[config.mk]
export PLATFORM = sky130hd
export DESIGN_NAME = mux_scan_nto1
export DESIGN_NICKNAME = d
export VERILOG_FILES = /design/src/rtl/mux_pkg.sv /design/src/rtl/mux_nto1_comb.sv /design/src/rtl/mux_scan_nto1.sv
export SDC_FILE = /design/constraint.sdc
export NUM_CORES = 1
export LEC_CHECK = 0
export CORE_MARGIN = 2
export CORE_UTILIZATION = 43
export CTS_CLUSTER_SIZE = 28
export DETAILED_ROUTE_END_ITERATION = 16
export PLACE_DENSITY = 0.85
export SLEW_MARGIN = 20
export SYNTH_ARGS = -nofsm -noshare
export SYNTH_HDL_FRONTEND = slang
export SYNTH_SLANG_ARGS = --single-unit
[constraint.sdc]
create_clock -name clk -period 2.83 [get_ports clk]
set_clock_uncertainty 0.2 [all_clocks]
set_input_delay 0.566 -clock clk [delete_from_list [all_inputs] [get_ports clk]]
set_output_delay 0.566 -clock clk [all_outputs]
set_load 0.1 [all_outputs]
[src/rtl/mux_pkg.sv]
// Shared types and helpers for the scanning N:1 multiplexer.
// Used by mux_nto1_comb and mux_scan_nto1.
package mux_pkg;

    typedef enum logic [1:0] {
        IDLE  = 2'd0,
        DWELL = 2'd1,
        HOLD  = 2'd2
    } scan_state_t;

    localparam logic MODE_STATIC = 1'b0;
    localparam logic MODE_SCAN   = 1'b1;

    // Channel-index width; a two-channel mux still needs one select bit.
    function automatic int f_ch_w(input int n_ch);
        return (n_ch <= 2) ? 1 : $clog2(n_ch);
    endfunction

endpackage

[src/rtl/mux_nto1_comb.sv]
// Combinational N:1 word selector.
// A select at or above N_CH yields all-zero data.
module mux_nto1_comb
    import mux_pkg::*;
#(
    parameter  int N_CH   = 16,
    parameter  int DATA_W = 8,
    localparam int SEL_W  = f_ch_w(N_CH)
) (
    input  logic [N_CH*DATA_W-1:0] in_data,
    input  logic [SEL_W-1:0]       sel,
    output logic [DATA_W-1:0]      out_data
);

    always_comb begin
        out_data = '0;
        for (int k = 0; k < N_CH; k++) begin
            if (sel == SEL_W'(k)) begin
                out_data = in_data[k*DATA_W +: DATA_W];
            end
        end
    end

endmodule

[src/rtl/mux_scan_nto1.sv]
// N-channel registered mux with valid/ready output and an autonomous channel scan.
// Optional MUX_SCAN_MASK_EN adds ch_mask to restrict the scan to selected channels.
//
// state | meaning
// IDLE  | static mux (mode=0) or waiting for start (mode=1)
// DWELL | counting dwell cycles before capturing channel ch_ptr
// HOLD  | captured word presented, waiting for out_ready
module mux_scan_nto1
    import mux_pkg::*;
#(
    parameter  int N_CH    = 16,
    parameter  int DATA_W  = 8,
    parameter  int DWELL_W = 8,
    localparam int CH_W    = f_ch_w(N_CH)
) (
    input  logic                     clk,
    input  logic                     rst_n,
    input  logic [N_CH*DATA_W-1:0]   in_data,
    input  logic                     mode,
    input  logic [CH_W-1:0]          sel,
    input  logic [DWELL_W-1:0]       dwell,
    input  logic                     start,
    output logic [DATA_W-1:0]        out_data,
    output logic [CH_W-1:0]          out_ch,
    output logic                     out_valid,
    input  logic                     out_ready,
    output logic                     busy,
    output logic                     done
`ifdef MUX_SCAN_MASK_EN
    ,
    input  logic [N_CH-1:0]          ch_mask
`endif
);

    scan_state_t         r_state, w_state_nxt;
    logic [CH_W-1:0]     r_ch_ptr, w_ch_ptr_nxt;
    logic [DWELL_W-1:0]  r_dwell_cnt, w_dwell_nxt;
    logic [DATA_W-1:0]   r_out_data, w_data_nxt;
    logic [CH_W-1:0]     r_out_ch, w_och_nxt;
    logic                r_out_valid, w_valid_nxt;
    logic                r_busy, w_busy_nxt;
    logic                r_done, w_done_nxt;
    logic [N_CH-1:0]     r_mask, w_mask_nxt;

    logic [N_CH-1:0]     w_mask_in;
    logic [CH_W-1:0]     w_mux_sel;
    logic [DATA_W-1:0]   w_mux_data;
    logic                w_slot_free;
    logic                w_first_ok, w_next_ok;
    logic [CH_W-1:0]     w_first_ch, w_next_ch;

`ifdef MUX_SCAN_MASK_EN
    assign w_mask_in = ch_mask;
`else
    assign w_mask_in = '1;
`endif

    assign w_mux_sel   = (r_state == IDLE) ? sel : r_ch_ptr;
    assign w_slot_free = !r_out_valid || out_ready;

    mux_nto1_comb #(
        .N_CH   (N_CH),
        .DATA_W (DATA_W)
    ) u_mux (
        .in_data  (in_data),
        .sel      (w_mux_sel),
        .out_data (w_mux_data)
    );

    // First channel comes from the live mask; successors from the mask frozen at start.
    always_comb begin
        w_first_ok = 1'b0;
        w_first_ch = '0;
        w_next_ok  = 1'b0;
        w_next_ch  = '0;
        for (int k = N_CH - 1; k >= 0; k--) begin
            if (w_mask_in[k]) begin
                w_first_ok = 1'b1;
                w_first_ch = CH_W'(k);
            end
            if (r_mask[k] && (CH_W'(k) > r_ch_ptr)) begin
                w_next_ok = 1'b1;
                w_next_ch = CH_W'(k);
            end
        end
    end

    always_comb begin
        w_state_nxt  = r_state;
        w_ch_ptr_nxt = r_ch_ptr;
        w_dwell_nxt  = r_dwell_cnt;
        w_data_nxt   = r_out_data;
        w_och_nxt    = r_out_ch;
        w_valid_nxt  = r_out_valid;
        w_busy_nxt   = r_busy;
        w_done_nxt   = 1'b0;
        w_mask_nxt   = r_mask;
        case (r_state)
            IDLE: begin
                if (mode == MODE_STATIC) begin
                    if (w_slot_free) begin
                        w_data_nxt  = w_mux_data;
                        w_och_nxt   = sel;
                        w_valid_nxt = 1'b1;
                    end
                end else begin
                    if (r_out_valid && out_ready) begin
                        w_valid_nxt = 1'b0;
                    end
                    if (start && w_slot_free && w_first_ok) begin
                        w_state_nxt  = DWELL;
                        w_ch_ptr_nxt = w_first_ch;
                        w_dwell_nxt  = dwell;
                        w_busy_nxt   = 1'b1;
                        w_mask_nxt   = w_mask_in;
                    end
                end
            end
            DWELL: begin
                if (r_dwell_cnt == '0) begin
                    w_data_nxt  = w_mux_data;
                    w_och_nxt   = r_ch_ptr;
                    w_valid_nxt = 1'b1;
                    w_state_nxt = HOLD;
                end else begin
                    w_dwell_nxt = r_dwell_cnt - DWELL_W'(1);
                end
            end
            HOLD: begin
                if (r_out_valid && out_ready) begin
                    w_valid_nxt = 1'b0;
                    if (w_next_ok) begin
                        w_ch_ptr_nxt = w_next_ch;
                        w_dwell_nxt  = dwell;
                        w_state_nxt  = DWELL;
                    end else begin
                        w_busy_nxt  = 1'b0;
                        w_done_nxt  = 1'b1;
                        w_state_nxt = IDLE;
                    end
                end
            end
            default: begin
                w_state_nxt = IDLE;
            end
        endcase
    end

    always_ff @(posedge clk or negedge rst_n) begin
        if (!rst_n) begin
            r_state     <= IDLE;
            r_ch_ptr    <= '0;
            r_dwell_cnt <= '0;
            r_out_data  <= '0;
            r_out_ch    <= '0;
            r_out_valid <= 1'b0;
            r_busy      <= 1'b0;
            r_done      <= 1'b0;
            r_mask      <= '0;
        end else begin
            r_state     <= w_state_nxt;
            r_ch_ptr    <= w_ch_ptr_nxt;
            r_dwell_cnt <= w_dwell_nxt;
            r_out_data  <= w_data_nxt;
            r_out_ch    <= w_och_nxt;
            r_out_valid <= w_valid_nxt;
            r_busy      <= w_busy_nxt;
            r_done      <= w_done_nxt;
            r_mask      <= w_mask_nxt;
        end
    end

    assign out_data  = r_out_data;
    assign out_ch    = r_out_ch;
    assign out_valid = r_out_valid;
    assign busy      = r_busy;
    assign done      = r_done;

endmodule
### Yosys cells after proc, flatten, opt, wreduce, memory -nomap -nowiden

Index checks and enable logic that the tools add are counted.

| cells by class | value |
|---|---|
| order comparisons | 16 |
| $mul | 0 |
| add/sub/neg operators | 1 |
| reduce and logical (&&, ||, !) cells | 33 |
| shift-type cells | 0 |
| equality and inequality tests | 27 |
| divide/modulo/power cells | 0 |
| multiplexer cells | 87 |
| bitwise operators | 0 |

Operators with widths:

| operator | number |
|---|---|
| $mux 8 | 24 |
| $mux 4 | 24 |
| $eq 4x4->1 const B | 8 |
| $gt 4x4->1 const A | 8 |
| $mux 1 | 28 |
| $pmux 8 s3 | 1 |
| $logic_and 1x1->1 | 18 |
| $eq 4x3->1 const B | 4 |
| $gt 3x4->1 const A | 4 |
| $ne 2x2->1 const B | 8 |
| $pmux 4 s2 | 2 |
| $pmux 8 s2 | 1 |
| $reduce_and 5->1 | 2 |
| $eq 4x2->1 const B | 2 |
| $gt 1x4->1 const A | 2 |
| $gt 2x4->1 const A | 2 |
| $logic_not 8->1 | 1 |
| $mux 2 | 4 |
| $reduce_and 4->1 | 2 |
| $sub 8x1->8 const B | 1 |
| $pmux 2 s3 | 1 |
| $reduce_and 3->1 | 2 |
| $reduce_and 6->1 | 1 |
| $eq 4x1->1 const B | 1 |
| other kinds (12) | 13 |

| word-level totals | value |
|---|---|
| output and inout port bits | 15 |
| logic and storage cells | 173 |
| memory bits (read-only) | 0 |
| bits in writable memories | 0 |
| bits in registers | 30 |
| memories | 0 |
| latch bits | 0 |
| input port bits | 145 |

### Depth between registers and ports, before layout

Gate-level depths: netlist of run 1.

| logic depth | value |
|---|---|
| depth after elaboration | 22 |
| depth in mapped cells | 12 |
| gate-level depth less buffers | 8 |

### Cells and area by module

A second synthesis of run 1 with hierarchy kept.

| second synthesis, totals | value |
|---|---|
| cells, all modules | 338 |
| area total of the unflattened synthesis | 3,044.2 um^2 |

By module, submodules not included:

| module | cells each | instances | sequential area each (um^2) | area an instance (um^2) |
|---|---|---|---|---|
| mux_scan_nto1 | 166 | 1 | 750.7 | 1,712.9 |
| mux_nto1_comb | 172 | 1 | 0.0 | 1,331.3 |

### Least setup slack after synthesis of run 1

No wires, ideal clock.

| path | value |
|---|---|
| path kind | reg-to-reg |
| start point | register r_out_valid, in the netlist out_valid |
| end point | register r_dwell_cnt[7] |
| required time | 2.484 ns |
| arrival | 2.353 ns |
| buffers on the path | 1 |
| clock period less this slack | 2.698 ns |
| setup slack | 0.132 ns |
| stages on the path, launching flop included | 8 |
| cells stage by stage | dfrtp_1 -> nand2_1 -> and2_1 -> or4_1 -> buf_2 -> or3b_1 -> o21ai_0 -> a221oi_1 |

| on the way | value |
|---|---|
| longest elaborated chain between the ends | 5 |
| elaborated cells on any way between the ends | 7 |
| classes of those cells | eq/ne (2); reduce/logical (5) |

RTL lines:

| element | RTL line | RTL |
|---|---|---|
| start, declared | mux_scan_nto1.sv:40 | `logic r_out_valid, w_valid_nxt;` |
| start signal, assigned | mux_scan_nto1.sv:166 | `r_out_valid <= w_valid_nxt;` |
| $logic_not 1->1 | mux_scan_nto1.sv:59 | `assign w_slot_free = !r_out_valid \|\| out_ready;` |
| $logic_or 1x1->1 | mux_scan_nto1.sv:59 |  |
| $logic_and 1x1->1 | mux_scan_nto1.sv:110 | `if (start && w_slot_free && w_first_ok) begin` |
| $ne 2x1->1 (no line) | -- |  |
| $reduce_and 6->1 (no line) (*) | -- |  |
| end signal, assigned | mux_scan_nto1.sv:163 | `r_dwell_cnt <= w_dwell_nxt;` |
| end, declared | mux_scan_nto1.sv:37 | `logic [DWELL_W-1:0] r_dwell_cnt, w_dwell_nxt;` |

Every way passes the cells marked *; elsewhere a longest branch is shown, timed or not.
A chain may end at the register's enable or synchronous reset.

### Worst setup path after layout of run 1

| path | value |
|---|---|
| start point | register r_state[0] |
| end point | register r_out_data[1], in the netlist out_data[1] |

| on the way | value |
|---|---|
| longest elaborated chain between the ends | 22 |
| elaborated cells on any way between the ends | 44 |
| classes of those cells | eq/ne (19); mux (21); reduce/logical (4) |

RTL lines:

| element | RTL line | RTL |
|---|---|---|
| start, declared | mux_scan_nto1.sv:35 | `scan_state_t r_state, w_state_nxt;` |
| start signal, assigned | mux_scan_nto1.sv:161 | `r_state <= w_state_nxt;` |
| $logic_not 2->1 | mux_scan_nto1.sv:58, mux_scan_nto1.sv:98 |  |
| $mux 4 | mux_scan_nto1.sv:58 | `assign w_mux_sel = (r_state == IDLE) ? sel : r_ch_ptr;` |
| $logic_not 4->1 | mux_nto1_comb.sv:18 | `if (sel == SEL_W'(k)) begin` |
| $mux 8 (16 in a row) | mux_nto1_comb.sv:18 |  |
| $mux 8 | mux_scan_nto1.sv:101 | `if (w_slot_free) begin` |
| $mux 8 | mux_scan_nto1.sv:100 | `if (mode == MODE_STATIC) begin` |
| $pmux 8 s2 | mux_scan_nto1.sv:98 | `case (r_state)` |
| end signal, assigned | mux_scan_nto1.sv:164 | `r_out_data <= w_data_nxt;` |
| end, declared | mux_scan_nto1.sv:38 | `logic [DATA_W-1:0] r_out_data, w_data_nxt;` |

Several ways; a longest one is shown, not always the timed one. The select of a mux whose other input is x is not followed.

==> results.txt, run 1 <==
----------------------------------------------------
[Outcome]
  Outcome ... finished, final reports clean

[Power]
  Highest ir drop seen on vdd ... 0.655 mV
  Ratio of total power to cell area ... 786 nW/um2
  Leak Pwr ... 2.16 nW

[STA]
  Relative slew slack ... 54.8%
  Minimum clock period after layout ... 2.70 ns
  Final worst-path cycle share ... 95.4%
  RSZ-0062 raised after global routing ... no
  Setup violation total in the final timing report ... 0
  Transition time of the tightest slew-check pin ... 0.678 ns
  Post-route worst setup slack ... 0.130 ns
  Slew Limit Fails ... 0
  Hold Worst Slack ... 0.289 ns
  Highest achievable clock rate ... 0.370 GHz
  Final hold violation count ... 0

[Synth]
  Basic-gate share of the synthesized area counting and, or, nand and nor cells ... 21.8%
  FF+latch count, synth ... 30
  Dominant combinational cell family by area after synthesis ... compound AO/OA/AOI/OAI gates
  Share of synthesized area occupied by flip-flops and latches ... 21.8%
  Avg Synthesized Cell Area ... 7.46 um2
  Synth Flop Type ... dfrtp_1
  Compound-Gate Fraction of Synth Area ... 37.8%
  Distinct cells, synth ... 64
  Adder-Cell Fraction of Synth Area ... 2.55%
  Share of synthesized area spent on multiplexers ... 8.15%
  Count of warnings emitted by yosys ... 0
  Number of standard cells after synthesis ... 461
  Netlist Area Pre-Place ... 3440 um2
  EDFF count, synth ... 0
  Post-synthesis net count ... 613
  Proportion of synthesized flip-flops having asynchronous set or reset ... 100%
  Xor-xnor portion of the synthesized cell area ... 0%

[Clock network]
  Maximum buffer depth of the clock tree ... 2
  CTS H-tree depth ... 2
  CTS Sinks ... 30
  Buffer type at the clock tree root ... clkbuf_8
  Clock Latency Late Sink ... 0.29 ns
  # hold bufs at CTS ... 0
  Number of post-CTS setup repair buffers ... 0
  CTS tree ... yes
  Clock-pin slew reported for the worst setup and hold paths after clock tree synthesis ... 0.08 ns
  CTS Buf Count ... 5

[Placed design]
  Placer congestion estimate ... 1.04
  Post-detail-place hpwl ... 11900 um
  Post-detailed-placement cell area ... 5260 um2
  Port Buf Inserts ... 159
  DP Worst Slack ... -0.0451 ns

[Route]
  Number of iterations in the first detailed-routing pass ... 5
  Final antenna-violating net count ... 0
  DR vias ... 4584
  Vias per inst ... 6.23
  DRC errors left ... 0
  Sum of routed wire length over all layers ... 15200 um
  First-iteration detailed-routing DRC count ... 353
  Detail-routed net length per standard cell ... 20.7 um

[Global routing]
  Via count of the first global-routing pass ... 4406
  Antenna violations before repair ... 0
  Maximum number of pins on one net before global-route repair ... 31
  Remaining global-route overflow ... 0
  Overall global routing resource usage ... 33.2%
  First-pass GRT wire length ... 22500 um

[Floorplanning]
  Boundary pin count ... 160
  Die ar. ... 8720 um2
  Y dimension of the die ... 93.4 um
  Starting density of the core ... 44.5%
  Core Region ... 7730 um2
  Die X-Extent ... 93.4 um
  Rows ... 32

[Worst setup path]
  Worst-path fanout max ... 14
  Standard cell with the maximum stage delay on the critical path ... dfrtp_1
  Kind of critical path ... reg2reg
  Critical path endpoint category ... register
  Number of buffers and inverters on the critical path ... 1
  Dominant cell type by count on the critical path ... a221o_1
  Critical path's top delay family ... compound AO/OA/AOI/OAI gates
  Worst-path cell chain ... inv_1, ha_4, mux2_4, o211ai_1, o221ai_1, a221o_1, a211o_1, a221o_1
  Startpoint Class ... register
  Slowest cell delay on critical path ... 0.44 ns
  Data arrival time of the critical path ... 2.68 ns
  Data required time of the critical path ... 2.81 ns

[Job]
  Max Cap Viol ... 0

[Cells and area]
  Net count, final ... 785
  Fraction of layout cells with a size suffix above 1 ... 13.4%
  Antenna diode count ... 0
  Final design instance area without fill ... 5370 um2
  Fillers ... 644
  Area grow syn2layout ... 56.1%

[Worst hold path]
  Type of the tightest min-delay check ... reg2reg

----------------------------------------------------
## Yosys cell counts, drive strengths merged, types with 4 or more instances
library cell  number  area, um2
o21a               5       38.8
nand3              9       45.0
clkbuf            12       45.0
o32a               4       40.0
a211oi             6       45.0
nor2              25       96.4
a22o               5       43.8
a221o              4       40.0
o211ai            13       97.6
a21oi             43        215
mux2               5       63.8
mux2i             19        194
o22a               9       78.8
dfrtp             30        751
inv               16       60.1
buf               25        164
and2               5       33.8
ha                 7       87.6
o21ai             58        294
o221ai             6       52.6
a31oi              7       43.8
or3b               4       35.0
nand2b             6       37.5
nor2b              4       25.0
a221oi             4       35.0
a22oi              4       30.0
nand2             52        198
o22ai             16        100
or2                5       31.3
nor3              15       75.1
nand3b             7       65.1
## logic make-up (layout without fill, tap and decap cells)
| kind of cell | Yosys count | count (layout) |
|---|---|---|
| flops | 30 | 30 |
| compound gates | 200 | 200 |
| buf+inv | 53 | 226 |
| fa+ha+maj | 7 | 7 |
| mux | 25 | 25 |
| simple gates | 146 | 146 |
## what timing repair did
item,CTS,global route
gates resized for setup,1,1
cloned,0,0
setup endpoints to repair,1,3
## power by group
group          total [mW]  internal [mW]  switching (mW)
Sequential          0.719          0.587           0.132
Clock               0.389          0.197           0.192
Combinational        3.11           1.17            1.94
Total                4.22           1.96            2.26
## stage by stage
stage	cells	TNS (ns)	power (mW)	utilization, %
after floorplan	461	0	2.79	-
after global placement	728	0	3.67	68.1
after detailed placement	728	-0.0451	3.76	68.1
after CTS	736	0	4.17	69.4
after global routing	736	0	4.43	69.4
final	736	0	4.22	69.4
## cell usage in the layout (no fill, tap or decap), types with 5 or more instances in the layout
cell type,instances
ha_1,6
nand3b_1,6
nand2_1,51
nand3_1,9
inv_1,16
o221ai_1,6
o21ai_0,52
a21oi_1,43
nor2_1,24
or2_2,5
o211ai_1,13
a211oi_1,6
mux2i_1,18
clkbuf_8,6
o22ai_1,16
a22o_1,5
o21ai_1,5
nand2b_1,6
nor3_1,15
dfrtp_1,30
a31oi_1,7
buf_4,55
o22a_1,9
clkdlybuf4s50_1,144
## flip-flops by register name, summed over array words and instances (netlist names)
name	count
out_data	8
r_dwell_cnt	8
out_ch	4
r_ch_ptr	4
r_state	2
busy	1
done	1
out_valid	1
r_mask	1
## worst register-to-register path, cell delays in order, from the launching register on
cell,delay (ns)
dfrtp_1,0.44
inv_1,0.15
ha_4,0.27
mux2_4,0.36
o211ai_1,0.09
o221ai_1,0.14
a221o_1,0.32
a211o_1,0.30
a221o_1,0.33
## path summary, 6_finish.rpt
| kind | start | endpoint | slack (ns) | cells after the start |
|---|---|---|---|---|
| hold reg to reg | out_ch[1] | out_ch[1] | 0.29 | 2 |
| setup reg to reg | r_state[0] | out_data[1] | 0.13 | 8 |
| hold / removal | out_ch[1] | out_ch[1] | 0.29 | 2 |
| setup / recovery | r_state[0] | out_data[1] | 0.13 | 8 |
| max in group asynchronous | rst_n | r_ch_ptr[1] | 1.62 | 2 |
| min in group asynchronous | rst_n | out_data[0] | 0.48 | 2 |
## layer usage
metal | global-route usage, % | wire [um] | vias to the layer above | share of wire, %
met5 | 0 | 0 | - | 0
met3 | 6.85 | 1710 | 51 | 11
met1 | 39.5 | 5560 | 2129 | 36
li1 | - | - | 2092 | -
met4 | 16.2 | 623 | 0 | 4.1
met2 | 56.8 | 7360 | 312 | 48
## cell type report
type	count	area, um2	area share, %
Multi-Input combinational cell	378	2430	45.3
Timing Repair Buffer	202	1910	35.5
Sequential cell	30	751	14.0
Tap cell	102	128	2.38
Clock buffer	7	86.3	1.61
Inverter	16	60.1	1.12
Clock inverter	1	5.00	0.0933
Note: power is estimated with default switching activity, not from simulation.
==> run 2, diff against run 1 <==
- CAP_MARGIN: default -> 20
- CTS_BUF_LIST: default -> sky130_fd_sc_hd__clkbuf_2
- CTS_CLUSTER_DIAMETER: default -> 80
==> results.txt, run 2 (synthesis results as in run 1) <==
----------------------------------------------------
[Worst setup path]
  Worst-path fanout max ... 14
  Critical path endpoint category ... register
  Slowest cell delay on critical path ... 0.48 ns
  Standard cell with the maximum stage delay on the critical path ... dfrtp_1
  Critical path's top delay family ... compound AO/OA/AOI/OAI gates
  Setup slack on the worst flop-to-flop path ... 0.13 ns
  Reg2Reg Depth ... 8
  Number of buffers and inverters on the critical path ... 1
  Data required time of the critical path ... 2.94 ns
  Startpoint Class ... register
  Capture point of the worst reg-to-reg path ... out_data[1]
  Data arrival time of the critical path ... 2.81 ns
  Worst-path cell chain ... inv_1, ha_4, mux2_4, o211ai_1, o221ai_1, a221o_1, a211o_1, a221o_1
  Kind of critical path ... reg2reg
  Dominant cell type by count on the critical path ... a221o_1
  Launch point of the worst reg-to-reg path ... r_state[0]

[STA]
  Setup violation total in the final timing report ... 0
  Relative slew slack ... 54.5%
  Minimum clock period after layout ... 2.70 ns
  Highest achievable clock rate ... 0.371 GHz
  RSZ-0062 raised after global routing ... no
  Final worst-path cycle share ... 95.3%
  Slew Limit Fails ... 0
  Transition time of the tightest slew-check pin ... 0.683 ns
  Final hold violation count ... 0

[Route]
  Detail-routed net length per standard cell ... 20.6 um
  DR vias ... 4565
  Vias per inst ... 6.20
  Number of iterations in the first detailed-routing pass ... 7
  Sum of routed wire length over all layers ... 15100 um
  First-iteration detailed-routing DRC count ... 348
  DRC errors left ... 0
  Final antenna-violating net count ... 0

[Power]
  Share of total power in sequential cells ... 17.7%
  Highest ir drop seen on vdd ... 0.600 mV
  Leak Pwr ... 2.14 nW
  Internal Dissipation ... 1.82 mW
  Switching power ... 2.24 mW
  Sw Ratio ... 55.2%
  Gate power share ... 76.5%
  Ratio of total power to cell area ... 764 nW/um2
  Clock Power Share ... 5.8%

[Worst hold path]
  Hold EP ... out_ch[1]
  Start point of the worst hold path ... out_ch[1]
  Min-Delay Path Depth ... 2
  Type of the tightest min-delay check ... reg2reg

[Cells and area]
  Fillers ... 652
  Multi-input gate area in the final layout ... 2430 um2
  Area taken by flip-flops and latches ... 751 um2
  Most frequent cells in the layout ... 144 x clkdlybuf4s50_1, 55 x buf_4, 52 x o21ai_0
  Net count, final ... 785
  Share of the core filled with cells in the final layout ... 68.8%
  Area grow syn2layout ... 54.6%
  Antenna diode count ... 0
  Most frequent standard cell in the layout excluding fill and tap cells ... clkdlybuf4s50_1
  Final design instance area without fill ... 5310 um2
  Fraction of layout cells with a size suffix above 1 ... 13.4%

[Placed design]
  Post-detailed-placement cell area ... 5260 um2
  Post-detail-place hpwl ... 11900 um
  Port Buf Inserts ... 159
  Placer congestion estimate ... 1.04

[Clock network]
  Buffer type at the clock tree root ... clkbuf_2
  CTS Sinks ... 30
  Number of post-CTS setup repair buffers ... 0
  CTS H-tree depth ... 2
  Clock-pin slew reported for the worst setup and hold paths after clock tree synthesis ... 0.22 ns
  CTS Buf Count ... 5
  Clock Latency Late Sink ... 0.39 ns
  # hold bufs at CTS ... 0
  CTS tree ... yes
  Maximum buffer depth of the clock tree ... 2

[Floorplanning]
  Core Region ... 7730 um2
  Rows ... 32
  Die X-Extent ... 93.4 um
  Die ar. ... 8720 um2
  Starting density of the core ... 44.5%
  Boundary pin count ... 160
  Y dimension of the die ... 93.4 um

[Global routing]
  Maximum number of pins on one net before global-route repair ... 31
  Overall global routing resource usage ... 33.1%
  Via count of the first global-routing pass ... 4404
  Antenna violations before repair ... 0
  First-pass GRT wire length ... 22400 um
  Remaining global-route overflow ... 0

[Outcome]
  Outcome ... finished, final reports clean

[Job]
  Max Cap Viol ... 0

----------------------------------------------------
==> run 2: cell types whose count changed in the layout (fill, tap and decap cells not counted), sizes merged <==
| cell | before | now |
|---|---|---|
| clkbuf | 7 | 6 |
| clkinv | 1 | 2 |
==> run 2: power by group through the flow <==
stage | Clock, mW | Combinational [mW] | Sequential [mW]
3_3_place_gp | 0 | 2.96 | 0.717
6_report | 0.234 | 3.10 | 0.719
4_1_cts | 0.241 | 3.06 | 0.714
3_5_place_dp | 0 | 3.04 | 0.721
2_1_floorplan | 0 | 1.49 | 1.30
5_1_grt | 0.260 | 3.29 | 0.734
==> run 2: metrics by stage <==
stage | worst slack, ns | instances | power, mW | hold slack, ns | TNS [ns]
floorplan | 0.132 | 461 | 2.79 | 0.0704 | 0
global placement | 0.0328 | 728 | 3.67 | 0.276 | 0
detailed placement | -0.0451 | 728 | 3.76 | 0.278 | -0.0451
CTS | 0.0655 | 736 | 4.01 | 0.313 | 0
global route | 0.00587 | 736 | 4.28 | 0.352 | 0
finish | 0.134 | 736 | 4.06 | 0.308 | 0
==> run 2: layer usage <==
| layer | up-vias | global-route usage [%] | wire (um) |
|---|---|---|---|
| met3 | 52 | 7.49 | 1750 |
| li1 | 2098 | - | - |
| met4 | 0 | 15.2 | 581 |
| met5 | - | 0 | 0 |
| met2 | 315 | 56.5 | 7340 |
| met1 | 2100 | 39.4 | 5470 |
==> run 2: timing repair <==
item                                    in CTS  in global routing
gates resized for setup                      1                  1
hold endpoints to repair                     0                  0
endpoints found under the setup margin       2                  3
==> run 2: final cells by class <==
class	instances	share of cell area, %
Tap cell	102	2.40
Inverter	16	1.13
Multi-Input combinational cell	378	45.7
Clock inverter	2	0.165
Timing Repair Buffer	202	35.9
Clock buffer	6	0.565
Sequential cell	30	14.1
==> run 2: worst max-delay path by stage <==
stage	from	cells past startpoint	slack, ns	to
final	r_state[0]	8	0.13	out_data[1]
after CTS	r_state[0]	8	0.07	out_data[1]
after global placement	sel[1]	7	0.03	out_data[1]
after global routing	r_state[0]	9	0.006	out_data[0]
after floorplan	out_valid	7	0.13	r_dwell_cnt[7]
after detailed placement	sel[1]	7	-0.05	out_data[1]
==> run 2: tightest hold or removal path, delay by kind of cell (launching register included) <==
kind	cells	cell delay (ns)
flip-flops	1	0.37
AO/OA/AOI/OAI	1	0.06
AND/OR/NAND/NOR	1	0.04
